==> config.mk <==
export PLATFORM = sky130hd
export DESIGN_NAME = rr_arbiter8
export DESIGN_NICKNAME = d
export VERILOG_FILES = /design/src/rtl/rr_arbiter8_pkg.sv /design/src/rtl/or8way.sv /design/src/rtl/rr_pick8.sv /design/src/rtl/rr_arbiter8.sv
export SDC_FILE = /design/constraint.sdc
export NUM_CORES = 1
export LEC_CHECK = 0
export CORE_ASPECT_RATIO = 0.9
export CORE_UTILIZATION = 48
export DETAILED_ROUTE_END_ITERATION = 16
export HOLD_SLACK_MARGIN = 0.06
export MAX_ROUTING_LAYER = met4
export PLACE_DENSITY = 0.8
export SYNTH_ARGS = -nofsm -noshare
export SYNTH_HDL_FRONTEND = slang
export SYNTH_SLANG_ARGS = --single-unit
==> constraint.sdc <==
create_clock -name clk -period 3.5 [get_ports clk]
set_input_delay 0.7 -clock clk [delete_from_list [all_inputs] [get_ports clk]]
set_output_delay 0.7 -clock clk [all_outputs]
set_load 0.02 [all_outputs]
==> src/rtl/rr_arbiter8_pkg.sv <==
// Shared definitions for the 8-way round-robin arbiter: FSM encoding and sizes.
package hack_arb_pkg;

  localparam int NUM_REQ = 8;
  localparam int ID_W    = 3;

  typedef enum logic {
    ST_IDLE = 1'b0,
    ST_OWN  = 1'b1
  } arb_state_t;

endpackage

==> src/rtl/or8way.sv <==
// 8-input OR reduction.
module or8way (
  input  logic [7:0] in,
  output logic       out
);

  assign out = |in;

endmodule

==> src/rtl/rr_pick8.sv <==
// Combinational round-robin picker: first set bit of elig after last_id, wrapping 7 -> 0.
module rr_pick8
  import hack_arb_pkg::*;
(
  input  logic [NUM_REQ-1:0] elig,
  input  logic [ID_W-1:0]    last_id,
  output logic [ID_W-1:0]    pick,
  output logic               any
);

  logic [ID_W-1:0]    start;
  logic [NUM_REQ-1:0] rot;
  logic [ID_W-1:0]    offset;

  assign start = last_id + 3'd1;

  // Rotate so that bit 0 is the highest-priority requester, then take the lowest set bit.
  always_comb begin
    rot    = '0;
    offset = '0;
    for (int i = 0; i < NUM_REQ; i++) begin
      rot[i] = elig[3'(i) + start];
    end
    for (int i = NUM_REQ - 1; i >= 0; i--) begin
      if (rot[i]) offset = 3'(i);
    end
  end

  assign pick = offset + start;

  or8way u_any (
    .in  (elig),
    .out (any)
  );

endmodule

==> src/rtl/rr_arbiter8.sv <==
// 8-requester round-robin arbiter with registered one-hot grant held until release.
// Define ARB_TIMEOUT_EN to force release after MAX_HOLD owned cycles and mask the offender.
module rr_arbiter8
  import hack_arb_pkg::*;
#(
  parameter int MAX_HOLD = 16
) (
  input  logic               clk,
  input  logic               reset,
  input  logic [NUM_REQ-1:0] req,
  output logic [NUM_REQ-1:0] gnt,
  output logic [ID_W-1:0]    gnt_id,
  output logic               gnt_valid,
  output logic               timeout,
  output arb_state_t         dbg_state
);

  if (MAX_HOLD < 1 || MAX_HOLD > 255) begin : g_bad_max_hold
    $error("rr_arbiter8: MAX_HOLD must be in 1..255");
  end

  arb_state_t         state_q, state_d;
  logic [NUM_REQ-1:0] gnt_d;
  logic [ID_W-1:0]    id_d;
  logic [ID_W-1:0]    last_q, last_d;
  logic [NUM_REQ-1:0] elig;
  logic [ID_W-1:0]    pick;
  logic               any;

`ifdef ARB_TIMEOUT_EN
  localparam logic [7:0] HOLD_LAST = 8'(MAX_HOLD - 1);

  logic [7:0]         hold_q, hold_d;
  logic [NUM_REQ-1:0] mask_q, mask_d;
  logic               to_d;

  assign elig = req & ~mask_q;
`else
  assign elig = req;
`endif

  rr_pick8 u_pick (
    .elig    (elig),
    .last_id (last_q),
    .pick    (pick),
    .any     (any)
  );

  always_comb begin
    state_d = state_q;
    gnt_d   = gnt;
    id_d    = gnt_id;
    last_d  = last_q;
`ifdef ARB_TIMEOUT_EN
    hold_d  = hold_q;
    // A mask bit survives only while its requester keeps req high.
    mask_d  = mask_q & req;
    to_d    = 1'b0;
`endif
    case (state_q)
      ST_IDLE: begin
        if (any) begin
          gnt_d       = '0;
          gnt_d[pick] = 1'b1;
          id_d        = pick;
          last_d      = pick;
          state_d     = ST_OWN;
`ifdef ARB_TIMEOUT_EN
          hold_d      = '0;
`endif
        end
      end
      ST_OWN: begin
        if (!req[gnt_id]) begin
          gnt_d   = '0;
          state_d = ST_IDLE;
        end
`ifdef ARB_TIMEOUT_EN
        else if (hold_q == HOLD_LAST) begin
          gnt_d          = '0;
          state_d        = ST_IDLE;
          to_d           = 1'b1;
          mask_d[gnt_id] = 1'b1;
        end else begin
          hold_d = hold_q + 8'd1;
        end
`endif
      end
      default: begin
        gnt_d   = '0;
        state_d = ST_IDLE;
      end
    endcase
  end

  always_ff @(posedge clk) begin
    if (reset) begin
      state_q <= ST_IDLE;
      gnt     <= '0;
      gnt_id  <= '0;
      last_q  <= 3'd7;
    end else begin
      state_q <= state_d;
      gnt     <= gnt_d;
      gnt_id  <= id_d;
      last_q  <= last_d;
    end
  end

`ifdef ARB_TIMEOUT_EN
  always_ff @(posedge clk) begin
    if (reset) begin
      hold_q  <= '0;
      mask_q  <= '0;
      timeout <= 1'b0;
    end else begin
      hold_q  <= hold_d;
      mask_q  <= mask_d;
      timeout <= to_d;
    end
  end
`else
  assign timeout = 1'b0;
`endif

  assign gnt_valid = |gnt;
  assign dbg_state = state_q;

endmodule

Yosys cells after proc, flatten, opt, wreduce, memory -nomap -nowiden --
Index checks and enable logic that the tools add are counted.
Storage, ports and cells: logic and storage cells 66, register bits after elaboration 15, input port bits 10, output and inout bits 14
Operators by class: equal/unequal tests 2, reductions and logical operators 5, bitwise logic cells 1, $add $sub $neg 9, order comparisons 11, multiplexer cells 34
Operators by type and width (count):
- 3-bit by 4-bit < comparator with 1-bit output, second input constant | 10
- 1-bit binary-select mux with 3-bit select | 9
- 3-bit two-way mux | 8
- 8-bit two-way mux | 2
- 8-bit case mux with 2 select lines | 1
- 8-bit OR reduction | 2
- 3-bit adder, first input constant | 4
- 1-bit two-way mux | 12
- 2-bit by 3-bit adder with 3-bit output, first input constant | 2
- 2-bit != test, second input constant | 2
- 2-bit AND reduction | 2
- 1-bit by 3-bit adder with 3-bit output, first input constant | 1
- 3-bit by 1-bit adder with 3-bit output, second input constant | 1
- 3-bit adder | 1
- 1-bit demux with 3-bit select | 1
- 3-bit by 1-bit greater-or-equal comparator with 1-bit output, second input constant | 1
- 1-bit case mux with 2 select lines | 1
- 1-bit logical AND | 1
- 1-bit NOT | 1

Logic depth before layout (Yosys ltp) --
depth after elaboration 19, gate-level depth with buffers 18, depth with buffers taken out 14

Hierarchy --
A second synthesis with hierarchy kept.
Unflattened totals: cells, all modules 119, area, all modules 1271.2 um^2
Modules (own cells, without submodules):
- rr_arbiter8 | area an instance 660.6 um^2, times used 1, sequential area each 300.3 um^2, cells each 69
- rr_pick8 | area an instance 594.3 um^2, times used 1, sequential area each 0.0 um^2, cells each 47
- or8way | area an instance 16.3 um^2, times used 1, sequential area each 0.0 um^2, cells each 3

Worst setup path before layout --
Ideal clock, no wire load.
path type register -> register, start register last_q[0], end register gnt[5], buffers on the path 3, data required time 3437 ps, path slack -139 ps, library setup time 63 ps, cell stages (with the launch flop) 16, arrival 3577 ps, period minus slack after synthesis 3639 ps, cells stage by stage dfxtp_1 buf_6 buf_2 inv_1 ha_1 buf_6 or2_2 o221a_2 or3_1 a31oi_1 a21oi_1 a21oi_1 fa_1 nor4_1 o21ai_0 nand3_1
Between the ends: cells in the longest elaborated chain, start to end 19, elaborated cells on any way between the ends 40, those cells by class 9 x add/sub; 2 x order compare; 28 x mux; 1 x reduce/logical
RTL lines:
- from (decl) | RTL line rr_arbiter8.sv:25 | logic [ID_W-1:0] last_q, last_d;
- from (signal assigned) | RTL line rr_arbiter8.sv:106 | last_q <= last_d;
- 3-bit by 1-bit adder with 3-bit output * | RTL line rr_pick8.sv:15 | assign start = last_id + 3'd1;
- 3-bit adder | RTL line rr_pick8.sv:22 | rot[i] = elig[3'(i) + start];
- 1-bit binary-select mux with 3-bit select | RTL line rr_pick8.sv:22
- 1-bit two-way mux (not written as such) | RTL line rr_pick8.sv:22
- 3-bit two-way mux (8 in a row) | RTL line rr_pick8.sv:25 | if (rot[i]) offset = 3'(i);
- 3-bit adder * | RTL line rr_pick8.sv:29 | assign pick = offset + start;
- net pick[1] | RTL line rr_arbiter8.sv:27 | logic [ID_W-1:0] pick;
- 3-bit by 4-bit < comparator with 1-bit output (not written as such) or 3-bit by 1-bit greater-or-equal comparator with 1-bit output (tied branches) | RTL line rr_arbiter8.sv:64 | gnt_d[pick] = 1'b1;
- 1-bit logical AND (not written as such) | RTL line rr_arbiter8.sv:64
- 1-bit two-way mux (not written as such) | RTL line rr_arbiter8.sv:64
- 1-bit demux with 3-bit select * | RTL line rr_arbiter8.sv:64
- 8-bit two-way mux * | RTL line rr_arbiter8.sv:62 | if (any) begin
- 8-bit case mux with 2 select lines * | RTL line rr_arbiter8.sv:60 | case (state_q)
- to (signal assigned) | RTL line rr_arbiter8.sv:104 | gnt <= gnt_d;
- to (decl) | RTL line rr_arbiter8.sv:11 | output logic [NUM_REQ-1:0] gnt,
Mark *: on every way through the listed nets, which the timed path passes. The rest lies on a longest branch. The select of a mux whose other input is x is not followed. A chain may end at the register's enable or synchronous reset.

Final worst setup path --
start input port req[3], end register gnt[0]
Between the ends: cells in the longest elaborated chain, start to end 17, elaborated cells on any way between the ends 38, those cells by class 1 x add/sub; 2 x order compare; 2 x eq/ne; 30 x mux; 3 x reduce/logical
RTL lines:
- from (decl) | RTL line rr_arbiter8.sv:10 | input logic [NUM_REQ-1:0] req,
- 1-bit binary-select mux with 3-bit select | RTL line rr_pick8.sv:22
- 1-bit two-way mux (not written as such) | RTL line rr_pick8.sv:22
- 3-bit two-way mux (7 in a row) | RTL line rr_pick8.sv:25
- 3-bit two-way mux * | RTL line rr_pick8.sv:25
- 3-bit adder * | RTL line rr_pick8.sv:29
- net pick[1] | RTL line rr_arbiter8.sv:27
- 3-bit by 4-bit < comparator with 1-bit output (not written as such) or 3-bit by 1-bit greater-or-equal comparator with 1-bit output (tied branches) | RTL line rr_arbiter8.sv:64
- 1-bit logical AND (not written as such) | RTL line rr_arbiter8.sv:64
- 1-bit two-way mux (not written as such) | RTL line rr_arbiter8.sv:64
- 1-bit demux with 3-bit select * | RTL line rr_arbiter8.sv:64
- 8-bit two-way mux * | RTL line rr_arbiter8.sv:62
- 8-bit case mux with 2 select lines * | RTL line rr_arbiter8.sv:60
Marked as above.

==> report_table.html <==
<table>
<tr><th>Metric</th><th>Value</th></tr>
<tr><th colspan="2">STA</th></tr>
<tr><td>Tightest slew margin relative to the limit</td><td>0.509</td></tr>
<tr><td>Final worst path period share</td><td>1.03</td></tr>
<tr><td>Min Clock Period, post-route</td><td>3600 ps</td></tr>
<tr><td>Transition time of the tightest slew-check pin</td><td>about 730 ps</td></tr>
<tr><td>Number of setup violations in the final report</td><td>2</td></tr>
<tr><td>Unrepaired setup endpoints after global routing</td><td>true</td></tr>
<tr><td>Final hold vios</td><td>0</td></tr>
<tr><td>Number of pins exceeding their max-slew limit in the final report</td><td>0</td></tr>
<tr><td>Final worst slack</td><td>-103 ps</td></tr>
<tr><td>Fmax</td><td>~280 MHz</td></tr>
<tr><td>Layout Skew</td><td>7.38 ps</td></tr>
<tr><th colspan="2">Yosys</th></tr>
<tr><td>Fraction of the mapped netlist area in simple logic gates</td><td>0.274</td></tr>
<tr><td>Synth Instances</td><td>177</td></tr>
<tr><td>EDFF count, synth</td><td>0</td></tr>
<tr><td>Seq/Total Area, Yosys</td><td>0.201</td></tr>
<tr><td>Combinational family with the most area after synthesis</td><td>simple AND/OR/NAND/NOR gates</td></tr>
<tr><td>XOR/XNOR share of the synthesized area</td><td>0.0385</td></tr>
<tr><td>Post-synth top area cell</td><td>sky130_fd_sc_hd__dfxtp_1</td></tr>
<tr><td>Ys Warns</td><td>0</td></tr>
<tr><td>Share of synthesized registers carrying an async set or reset</td><td>0</td></tr>
<tr><td>Distinct cell type count after synthesis</td><td>48</td></tr>
<tr><td>Compound-Gate Fraction of Synth Area</td><td>0.197</td></tr>
<tr><td>Dominant cells by area after synthesis</td><td>sky130_fd_sc_hd__dfxtp_1, sky130_fd_sc_hd__mux4_2, sky130_fd_sc_hd__nand3_1, sky130_fd_sc_hd__nand2_1, sky130_fd_sc_hd__mux4_1</td></tr>
<tr><td>Area share of the largest cell type after synthesis</td><td>0.201</td></tr>
<tr><td>Portion of netlist area occupied by mux cells</td><td>0.192</td></tr>
<tr><td>Synthesized netlist net count</td><td>191</td></tr>
<tr><td>Average footprint of a synthesized cell</td><td>8.45 um2</td></tr>
<tr><td>Adder and majority gate portion of the synthesized area</td><td>0.0385</td></tr>
<tr><td>Yosys reg bits</td><td>15</td></tr>
<tr><td>Summed instance area of the synthesized netlist</td><td>1500 um2</td></tr>
<tr><td>Most used DFF post-synth</td><td>sky130_fd_sc_hd__dfxtp_1</td></tr>
<tr><th colspan="2">Floorplan</th></tr>
<tr><td>Effective utilization at floorplan</td><td>0.523</td></tr>
<tr><td>Number of top-level pins</td><td>24</td></tr>
<tr><td>Die extent in x</td><td>60.8 um</td></tr>
<tr><td>Die Ht</td><td>~55 um</td></tr>
<tr><td>Core area</td><td>between 2000 and 3000 um2</td></tr>
<tr><td>Die area</td><td>3340 um2</td></tr>
<tr><td>Placement row count</td><td>18</td></tr>
<tr><th colspan="2">Placement</th></tr>
<tr><td>DP HPWL</td><td>3330 um</td></tr>
<tr><td>Final GP Congestion</td><td>about 0.94</td></tr>
<tr><td>Setup Slack @ Placement</td><td>-425 ps</td></tr>
<tr><td>Port Buf Inserts</td><td>22</td></tr>
<tr><th colspan="2">Clock network</th></tr>
<tr><td>CTS tree</td><td>built</td></tr>
<tr><td>Buffer type at the clock tree root</td><td>sky130_fd_sc_hd__clkbuf_4</td></tr>
<tr><td>Count of hold-fix buffers inserted at cts</td><td>0</td></tr>
<tr><td>Clk_lat worst skew</td><td>300 ps</td></tr>
<tr><td>Number of sinks driven by the clock tree</td><td>15</td></tr>
<tr><td>Clock transition at path regs</td><td>100 ps</td></tr>
<tr><td>CTS Buf Count</td><td>3</td></tr>
<tr><td>Number of H-tree branching levels</td><td>1</td></tr>
<tr><td>Clk buf depth</td><td>2</td></tr>
<tr><th colspan="2">Global routing</th></tr>
<tr><td>Total gr overflow</td><td>0</td></tr>
<tr><td>First-pass GRT wire length</td><td>7130 um</td></tr>
<tr><td>Overall routing resource usage</td><td>0.296</td></tr>
<tr><td>Initial antenna violation count</td><td>0</td></tr>
<tr><td>Maximum number of pins on one net before global-route repair</td><td>16</td></tr>
<tr><td>Number of global-route vias before repair</td><td>1544</td></tr>
<tr><th colspan="2">Cells and area</th></tr>
<tr><td>Synthesis-to-finish area growth</td><td>46.3%</td></tr>
<tr><td>Ant. Diodes</td><td>0</td></tr>
<tr><td>Final net count</td><td>~250</td></tr>
<tr><td>Filler Cell Count</td><td>212</td></tr>
<tr><td>Layout cells sized above 1</td><td>0.350</td></tr>
<tr><th colspan="2">Job</th></tr>
<tr><td>Max-cap violations</td><td>0</td></tr>
<tr><th colspan="2">Worst setup path</th></tr>
<tr><td>Worst Setup SP</td><td>req[3]</td></tr>
<tr><td>Arrival time at the worst endpoint</td><td>3840 ps</td></tr>
<tr><td>Endpoint type of the worst setup path</td><td>flop</td></tr>
<tr><td>Critical Path Max Stage Delay</td><td>530 ps</td></tr>
<tr><td>Dominant cell type by count on the critical path</td><td>sky130_fd_sc_hd__nand3_1</td></tr>
<tr><td>WS Path Type</td><td>input port to flop</td></tr>
<tr><td>Total buffers and inverters traversed by the critical path</td><td>2</td></tr>
<tr><td>Crit path max-delay family</td><td>simple AND/OR/NAND/NOR gates</td></tr>
<tr><td>Startpoint of the worst register-to-register path</td><td>last_q[0]$_SDFFE_PP1P_</td></tr>
<tr><td>Crit start category</td><td>input port</td></tr>
<tr><td>Slowest cell on the critical path</td><td>sky130_fd_sc_hd__fa_2</td></tr>
<tr><td>Data required time at the worst endpoint</td><td>3740 ps</td></tr>
<tr><td>Cells along the critical path</td><td>dlygate4sd2_1 -&gt; mux4_2 -&gt; buf_4 -&gt; or3b_1 -&gt; o211a_2 -&gt; a31oi_1 -&gt; a21oi_1 -&gt; a21oi_2 -&gt; fa_2 -&gt; nand3b_1 -&gt; nor2_2 -&gt; nand3_1 -&gt; nand3_1</td></tr>
<tr><td>Worst-path maximum fanout</td><td>6</td></tr>
<tr><th colspan="2">Detailed routing</th></tr>
<tr><td>Mean routed wirelength per cell</td><td>16.6 um</td></tr>
<tr><td>Ratio of routed vias to standard cells</td><td>~6.2</td></tr>
<tr><td>DRC</td><td>0</td></tr>
<tr><td>Antenna Violating Nets Remaining</td><td>0</td></tr>
<tr><td>Number of DRC markers in iteration 0</td><td>between 100 and 150</td></tr>
<tr><td>Total via count after detailed routing</td><td>1687</td></tr>
<tr><td>DRT Wirelength</td><td>4540 um</td></tr>
<tr><td>Number of iterations in the first detailed-routing pass</td><td>4</td></tr>
<tr><th colspan="2">Min path</th></tr>
<tr><td>Worst hold path type</td><td>flop to flop</td></tr>
<tr><td>Startpoint of the lowest-slack hold path</td><td>gnt[5]$_SDFFE_PP0P_</td></tr>
<tr><th colspan="2">Status</th></tr>
<tr><td>Violated checks</td><td>negative setup slack</td></tr>
<tr><td>Result of the run</td><td>finished, violations left</td></tr>
</table>
## final timing paths
path,endpoint,slack (ps),depth (start not counted)
worst min register to register,gnt[5]$_SDFFE_PP0P_,490,2
worst max-delay path,gnt[0]$_SDFFE_PP0P_,-100,13
worst max register to register,gnt[0]$_SDFFE_PP0P_,-70,13
worst min-delay path,gnt[5]$_SDFFE_PP0P_,490,2
## final cells by class
cell class              count  area [um2]  share of cell area
multi-input cells         148        1260               0.575
repair buffers             63         532               0.243
flip-flops and latches     15         303               0.138
well taps                  40        50.0              0.0229
clock buffers               3        22.5              0.0103
inverters                   4        15.0             0.00686
clock inverters             1        7.51             0.00343
## flip-flops by register name, summed over array words and instances, names as in the netlist
| signal | flops |
|---|---|
| dbg_state | 1 |
| gnt_id | 3 |
| last_q | 3 |
| gnt | 8 |
## cells by family after synthesis
logic type,after synthesis
adders and majority gates,4
xor gates and xnor gates,5
AOI/OAI and AO/OA,42
buffers and inverters,14
muxes,15
DFF,15
and+or+nand+nor,81
other,1
## worst min-delay path: cells and delay by family, from the launching register on
family           cells  cell delay, ps
flip-flops           1             330
AND/OR/NAND/NOR      2             110
## synth_stat cells, drive strengths merged, types with 2 or more instances
| library cell | n |
|---|---|
| nand2 | 22 |
| nand3 | 19 |
| dfxtp | 15 |
| o21ai | 14 |
| nor2 | 11 |
| a21oi | 10 |
| mux4 | 10 |
| buf | 7 |
| nor3 | 7 |
| nor4 | 7 |
| a31oi | 4 |
| inv | 4 |
| mux2i | 4 |
| clkbuf | 3 |
| ha | 3 |
| nand2b | 3 |
| nor4b | 3 |
| xnor2 | 3 |
| nand3b | 2 |
| nor2b | 2 |
| o221a | 2 |
## metal layers
metal  wire (um)  up-vias  share of wire  global-route usage
met5           0        -              0                   -
met4          41        0         0.0090              0.0492
met3         280        8          0.062              0.0744
met2        2180       69           0.48               0.456
met1        2040      813           0.45               0.403
li1            -      797              -                   -
## placed cells by master (no fill, tap or decap), types with 3 or more instances in the layout
| cell | n |
|---|---|
| sky130_fd_sc_hd__buf_4 | 40 |
| sky130_fd_sc_hd__nor2_1 | 7 |
| sky130_fd_sc_hd__mux2i_1 | 4 |
| sky130_fd_sc_hd__inv_1 | 3 |
| sky130_fd_sc_hd__dlygate4sd2_1 | 7 |
| sky130_fd_sc_hd__a21oi_1 | 8 |
| sky130_fd_sc_hd__nand2b_1 | 3 |
| sky130_fd_sc_hd__mux4_2 | 7 |
| sky130_fd_sc_hd__mux4_1 | 3 |
| sky130_fd_sc_hd__clkbuf_4 | 3 |
| sky130_fd_sc_hd__nor3_2 | 3 |
| sky130_fd_sc_hd__clkdlybuf4s50_1 | 14 |
| sky130_fd_sc_hd__o21ai_1 | 7 |
| sky130_fd_sc_hd__dfxtp_1 | 13 |
| sky130_fd_sc_hd__nor3_1 | 4 |
| sky130_fd_sc_hd__a31oi_1 | 4 |
| sky130_fd_sc_hd__o21ai_0 | 7 |
| sky130_fd_sc_hd__nand3_1 | 19 |
| sky130_fd_sc_hd__nor2_2 | 4 |
| sky130_fd_sc_hd__nand2_1 | 22 |
| sky130_fd_sc_hd__nor4_1 | 5 |
## timing repair
action / 4_1_cts / 5_1_grt
pin swaps: 4 / 13
endpoints found under the setup margin: 6 / 10
setup buffers: 3 / 4
gates resized for setup: 12 / 28
## per-stage QoR
stage / TNS (ps) / util / instance area (um2) / hold WS (ps) / std cells
4_1_cts: 0 / 0.714 / 2040 / 498 / 271
3_3_place_gp: -2280 / 0.692 / 1980 / 479 / 264
6_report: -163 / 0.765 / 2190 / 494 / 274
2_1_floorplan: 0 / - / 1520 / 470 / 177
5_1_grt: -942 / 0.765 / 2190 / 541 / 274
3_5_place_dp: -2980 / 0.692 / 1980 / 484 / 264
Power is not shown: default switching activity piles up to over one toggle a cycle in this logic, so the estimate is an artifact.
==> RTL change 1 (same settings) <==
Build with the macro `ARB_TIMEOUT_EN` defined.
--- a/src/rtl/rr_arbiter8.sv
+++ b/src/rtl/rr_arbiter8.sv
@@ -2,2 +2,4 @@
 // Define ARB_TIMEOUT_EN to force release after MAX_HOLD owned cycles and mask the offender.
+`define ARB_TIMEOUT_EN
+
 module rr_arbiter8
Behaviour: same outputs for any inputs over 10 cycles, from zero or initial values and one cycle with reset high; that may be too few to reach the edited logic, so the function may still have changed.
==> RTL change 1 against the unedited design <==
Synthesized cell count is 36% higher; setup slack better by 0.11 ns; clock skew shrank 0.0011 ns; area after synthesis increased by 43%; cell area grew 34%; routed wire length grew 21%; final cell count is 29% higher; sequential cell count grew 17; critical path type unchanged; critical endpoint unchanged.
==> RTL change 1: results (changes against the unedited design) <==
** Routing
- Detailed-route vias per instance :: 5.79 (-5.9%)
- The routed length per placed instance was 15.6 um (-6.2%).
- The detailed router's first-iteration violation count came to 164 (+59%).
- The iteration count of the initial detailed-routing pass was 4 (unchanged).

** Outcome
- Result of the run :: complete, no violations

** STA
- Final setup skew :: 0.00627 ns (-0.00110 ns)
- The worst slew margin relative to its limit is 51.9% (+0.95 points).

** Clocking
- Master cell of the clock root buffer :: clkbuf_8
- The worst-skew pair later-pin latency came to 0.28 ns (-0.02 ns).
- The TritonCTS buffer count was 5 (+2).
- The clock-pin slew on the worst setup and hold paths came to 0.07 ns (-0.03 ns).
- Clock tree buffer depth :: 2 (unchanged)
- H-Tree Depth :: 2 (+1)

** Setup path
- Endpoint of the worst register-to-register path :: gnt[0]
- The setup slack on the worst flop-to-flop path was 0.04 ns (+0.11 ns).
- The top fanout value on the critical path was 5 (-1).
- Largest stage delay on the critical path :: 0.50 ns (-0.03 ns)
- The number of cells on the worst reg-to-reg path is 14 (+1).
- For this design, the slowest cell found on the critical path is mux4_2.
- Arrival time at the worst endpoint :: 3.72 ns (-0.12 ns)

** Global route
- Global-route usage over all layers :: 25.7% (-3.9 points)
- Fraction of met2 tracks used by global routing :: 42.6% (-3.0 points)
- Number of global-route vias before repair :: 1948 (+26%)
- Global-route track usage on met3 :: 4.75% (-2.7 points)
- The global-route wire length before repair is 9.13 mm (+28%).
- Maximum number of pins on one net before global-route repair :: 21 (+5)
- The met1 layer usage reported by global route came to 32.8% (-7.5 points).

** Logic synthesis
- Part of the Yosys area used for sequential elements :: 30.0% (+9.9 points)
- Synth cell count leaders :: nand2_1 (33), dfxtp_1 (32), nand3_1 (21)
- Largest cells by area after synthesis :: dfxtp_1 (30%), mux4_2 (6.3%), nand2_1 (5.8%)
- Number of distinct standard cells referenced by the synthesized netlist :: 46 (-4.2%)
- The number of nets in the synthesized netlist is 256 (+34%).

** Worst hold path
- The path with the worst hold slack has its endpoint at gnt[2].
- Start point of the worst min-delay path :: gnt[2]

** Finish
- Number of fill cells in the layout :: 325 (+53%)
- Share of post-route cells with drive strength above 1 :: 32.3% (-2.7 points)
- The number of nets at the end of the flow was 308 (+24%).
- Post-route cell area :: 2920 um^2 (+34%)
- Largest registers ranked by flip-flop count :: gnt (8), hold_q (8), mask_q (8)

** Placement
- The total half-perimeter wirelength after legalization and detailed placement came to 3.83 mm (+15%).
- The worst slack at placement was -0.568 ns (-0.143 ns).
- Port buffer count :: 23 (+4.5%)
- Post-Place Cell Area :: 2660 um^2 (+34%)
- Weighted congestion at the end of routability-driven global placement :: 0.847 (-9.9%)
RTL change 1: timing repair:
action / CTS / global route
pin swaps: 10 / 7
hold buffers: 0 / 0
endpoints found under the setup margin: 10 / 11
buffers inserted: 3 / 1
gates resized for setup: 28 / 16
endpoints found under the hold margin: 0 / 0
RTL change 1: cell type report:
class / instances / area (um^2) / share of cell area (%)
clock buffer: 6 / 93.8 / 3.21
clock inverter: 2 / 12.5 / 0.428
inverter: 3 / 16.3 / 0.556
multi-input combinational: 195 / 1610 / 55.1
sequential: 32 / 646 / 22.1
tap: 60 / 75.1 / 2.57
timing repair buffer: 56 / 470 / 16.1
RTL change 1: worst max path at each step:
| stage | from | endpoint | slack [ns] | cells past startpoint |
|---|---|---|---|---|
| floorplan | last_q[0] | gnt[0] | 0.002 | 16 |
| global placement | req[7] | gnt[0] | -0.47 | 14 |
| detailed placement | req[7] | gnt[4] | -0.57 | 14 |
| CTS | last_q[0] | gnt[3] | -0.003 | 16 |
| global route | req[6] | gnt[4] | -0.1 | 13 |
| finish | req[6] | gnt[0] | 0.003 | 13 |
RTL change 1: where the power goes:
part,switching [mW],internal [mW]
Combinational,1.33,1.29
Clock,0.142,0.182
Sequential,0.0641,0.415
Total,1.54,1.89
RTL change 1: cells by family (layout without fill, tap and decap cells):
group / Yosys count / after routing / synth area share [%]
adders and majority gates: 5 / 5 / 3.28
muxes: 16 / 16 / 11.8
xor gates and xnor gates: 11 / 11 / 4.52
buffers and inverters: 14 / 67 / 4.05
DFF: 32 / 32 / 30.0
and+or+nand+nor: 125 / 125 / 34.7
AOI/OAI and AO/OA: 38 / 38 / 11.6
RTL change 1: through the flow:
step	hold slack [ns]	utilization [%]	total power, mW	std cells	setup TNS (ns)
4_1_cts	0.478	68.4	3.11	353	-0.00257
2_1_floorplan	0.449	-	1.92	241	0
6_report	0.474	70.3	3.43	354	0
3_3_place_gp	0.463	64.0	2.51	343	-4.49
5_1_grt	0.503	70.3	3.65	354	-0.530
3_5_place_dp	0.468	64.0	2.56	343	-5.68
RTL change 1: critical path, delay by kind of cell:
family	cells	cell delay [ns]
adders and majority gates	2	0.65
muxes	2	0.79
AOI/OAI and AO/OA	3	0.33
and+or+nand+nor	5	0.98
buffers and inverters	1	0.27
RTL change 1: metal layers:
metal | wire length (um) | vias to the layer above
li1 | - | 1003
met1 | 2480 | 982
met2 | 2740 | 58
met3 | 242 | 7
met4 | 47 | 0
met5 | 0 | -
==> RTL change 2 (config.mk and constraints unchanged) <==
Made on the original files. Register the output `dbg_state` once more; this adds one clock of latency there. The other outputs are not delayed to match.
--- a/src/rtl/rr_arbiter8.sv
+++ b/src/rtl/rr_arbiter8.sv
@@ -126,3 +126,5 @@
   assign gnt_valid = |gnt;
-  assign dbg_state = state_q;
+  always_ff @(posedge clk) begin
+    dbg_state <= state_q;
+  end
 
Formal check against the unedited RTL: not equivalent (a bounded check fails within 4 cycles, from zero or initial values and one cycle with reset high).
==> RTL change 2 against the unedited design <==
Global-route usage decreased by 0.75 points; sequential cell count grew 1; cell area down 9.2%; setup slack better by 0.21 ns; clock skew grew 0.0020 ns; synthesized cell count fell by 9.6%; routed wire length shrank 5.6%; area after synthesis decreased by 5.0%.
Power is not shown: default switching activity piles up to over one toggle a cycle in this logic, so the estimate is an artifact.
==> RTL change 2: results (changes against the unedited design) <==
** Outcome
- The flow ran to the end, and the final reports show no timing, DRC or antenna violations.

** Logic synthesis
- The number of storage elements in the synthesis netlist came to 16 (+1).
- Cell count after synthesis :: 160 (-9.6%)
- The number of nets in the synthesized netlist is 174 (-8.9%).
- The distinct cell type count of the synthesized netlist was 43 (-10%).
- The fraction of the yosys area taken by sequential cells came to 22.6% (+2.5 points).
- Ranked by total cell area, the synthesized netlist is headed by dfxtp_1 (23%), mux2i_1 (7.8%), mux4_1 (7.4%).

** Global route
- Global-route wire length before repair :: 6.58 mm (-7.6%)
- Number of global-route vias before repair :: 1396 (-9.6%)
- The largest net degree at the start of global routing was 10 (-6).

** Placement
- Weighted congestion at the end of routability-driven global placement :: 0.884 (-6.0%)
- The number of instances in the placed design was 239 (-9.5%).
- The total half-perimeter wirelength after legalization and detailed placement was 3.19 mm (-4.0%).

** Finish
- Layout Nets :: 222 (-11%)
- The ratio of cells with drive above 1 in the final layout came to 30.4% (-4.6 points).
- The final-layout fill cell count is 199 (-6.1%).

** Routing
- The detailed router's first-iteration violation count came to 85 (-17%).
- The detailed route wirelength on metal3 came to 228 um (-19%).
- Routed wire length on met2 :: 2.17 mm (-0.46%)
- The per-cell via count in the routed design came to 6.19 (+0.54%).
- The met1 layer wirelength in the final routing was 1.84 mm (-9.8%).

** Setup path
- The data arrival time of the critical path was 3.64 ns (-0.20 ns).
- Largest stage delay on the critical path :: 0.63 ns (+0.10 ns)
- The cell family contributing the most delay on the critical path is multiplexers.
- On the critical path, the stage with the largest delay is an instance of mux4_1.

** STA
- Worst Tran Pin Value :: 0.561 ns (-0.172 ns)
RTL change 2: worst paths after layout:
path,startpoint,end,slack (ns),cells after the start
worst min register to register,state_q,dbg_state,0.42,0
worst min-delay path,state_q,dbg_state,0.42,0
worst max register to register,last_q[0],gnt[0],0.11,14
worst max-delay path,last_q[0],gnt[0],0.11,14
RTL change 2: layout make-up:
cell class,instances,share of cell area (%)
clock buffer,4,1.83
inverter,4,0.819
multi-input combinational,132,55.6
sequential,16,16.2
tap,40,2.52
timing repair buffer,51,23.0
RTL change 2: cell families (layout without fill, tap and decap cells):
family	count (synthesis)	in the layout	share of synthesized area [%]
AND/OR/NAND/NOR	67	67	24.1
AO/OA/AOI/OAI	32	32	15.2
multiplexers	22	22	23.9
flip-flops	16	16	22.6
buffers and inverters	12	59	5.37
XOR/XNOR	6	6	4.67
adder cells (fa/ha/maj)	4	4	4.05
other	1	1	0.264
RTL change 2: repair_timing:
| item | 4_1_cts | 5_1_grt |
|---|---|---|
| setup endpoints to repair | 10 | 12 |
| hold endpoints to repair | 0 | 0 |
| resized for setup | 9 | 21 |
| buffers inserted | 2 | 2 |
| pin swaps | 6 | 7 |
RTL change 2: per-stage QoR:
| step | utilization (%) | area [um^2] | setup WS, ns |
|---|---|---|---|
| after global routing | 71.7 | 1990 | -0.0239 |
| after global placement | 66.0 | 1830 | -0.251 |
| after CTS | 68.5 | 1900 | 0.00213 |
| final | 71.7 | 1990 | 0.110 |
| after floorplan | - | 1430 | 0.0199 |
| after detailed placement | 66.0 | 1830 | -0.404 |
RTL change 2: per-layer routing:
metal	global-route usage, %	vias up
met5	-	-
met4	9.13	0
met3	5.77	6
met2	45.9	71
met1	37.1	745
li1	-	707
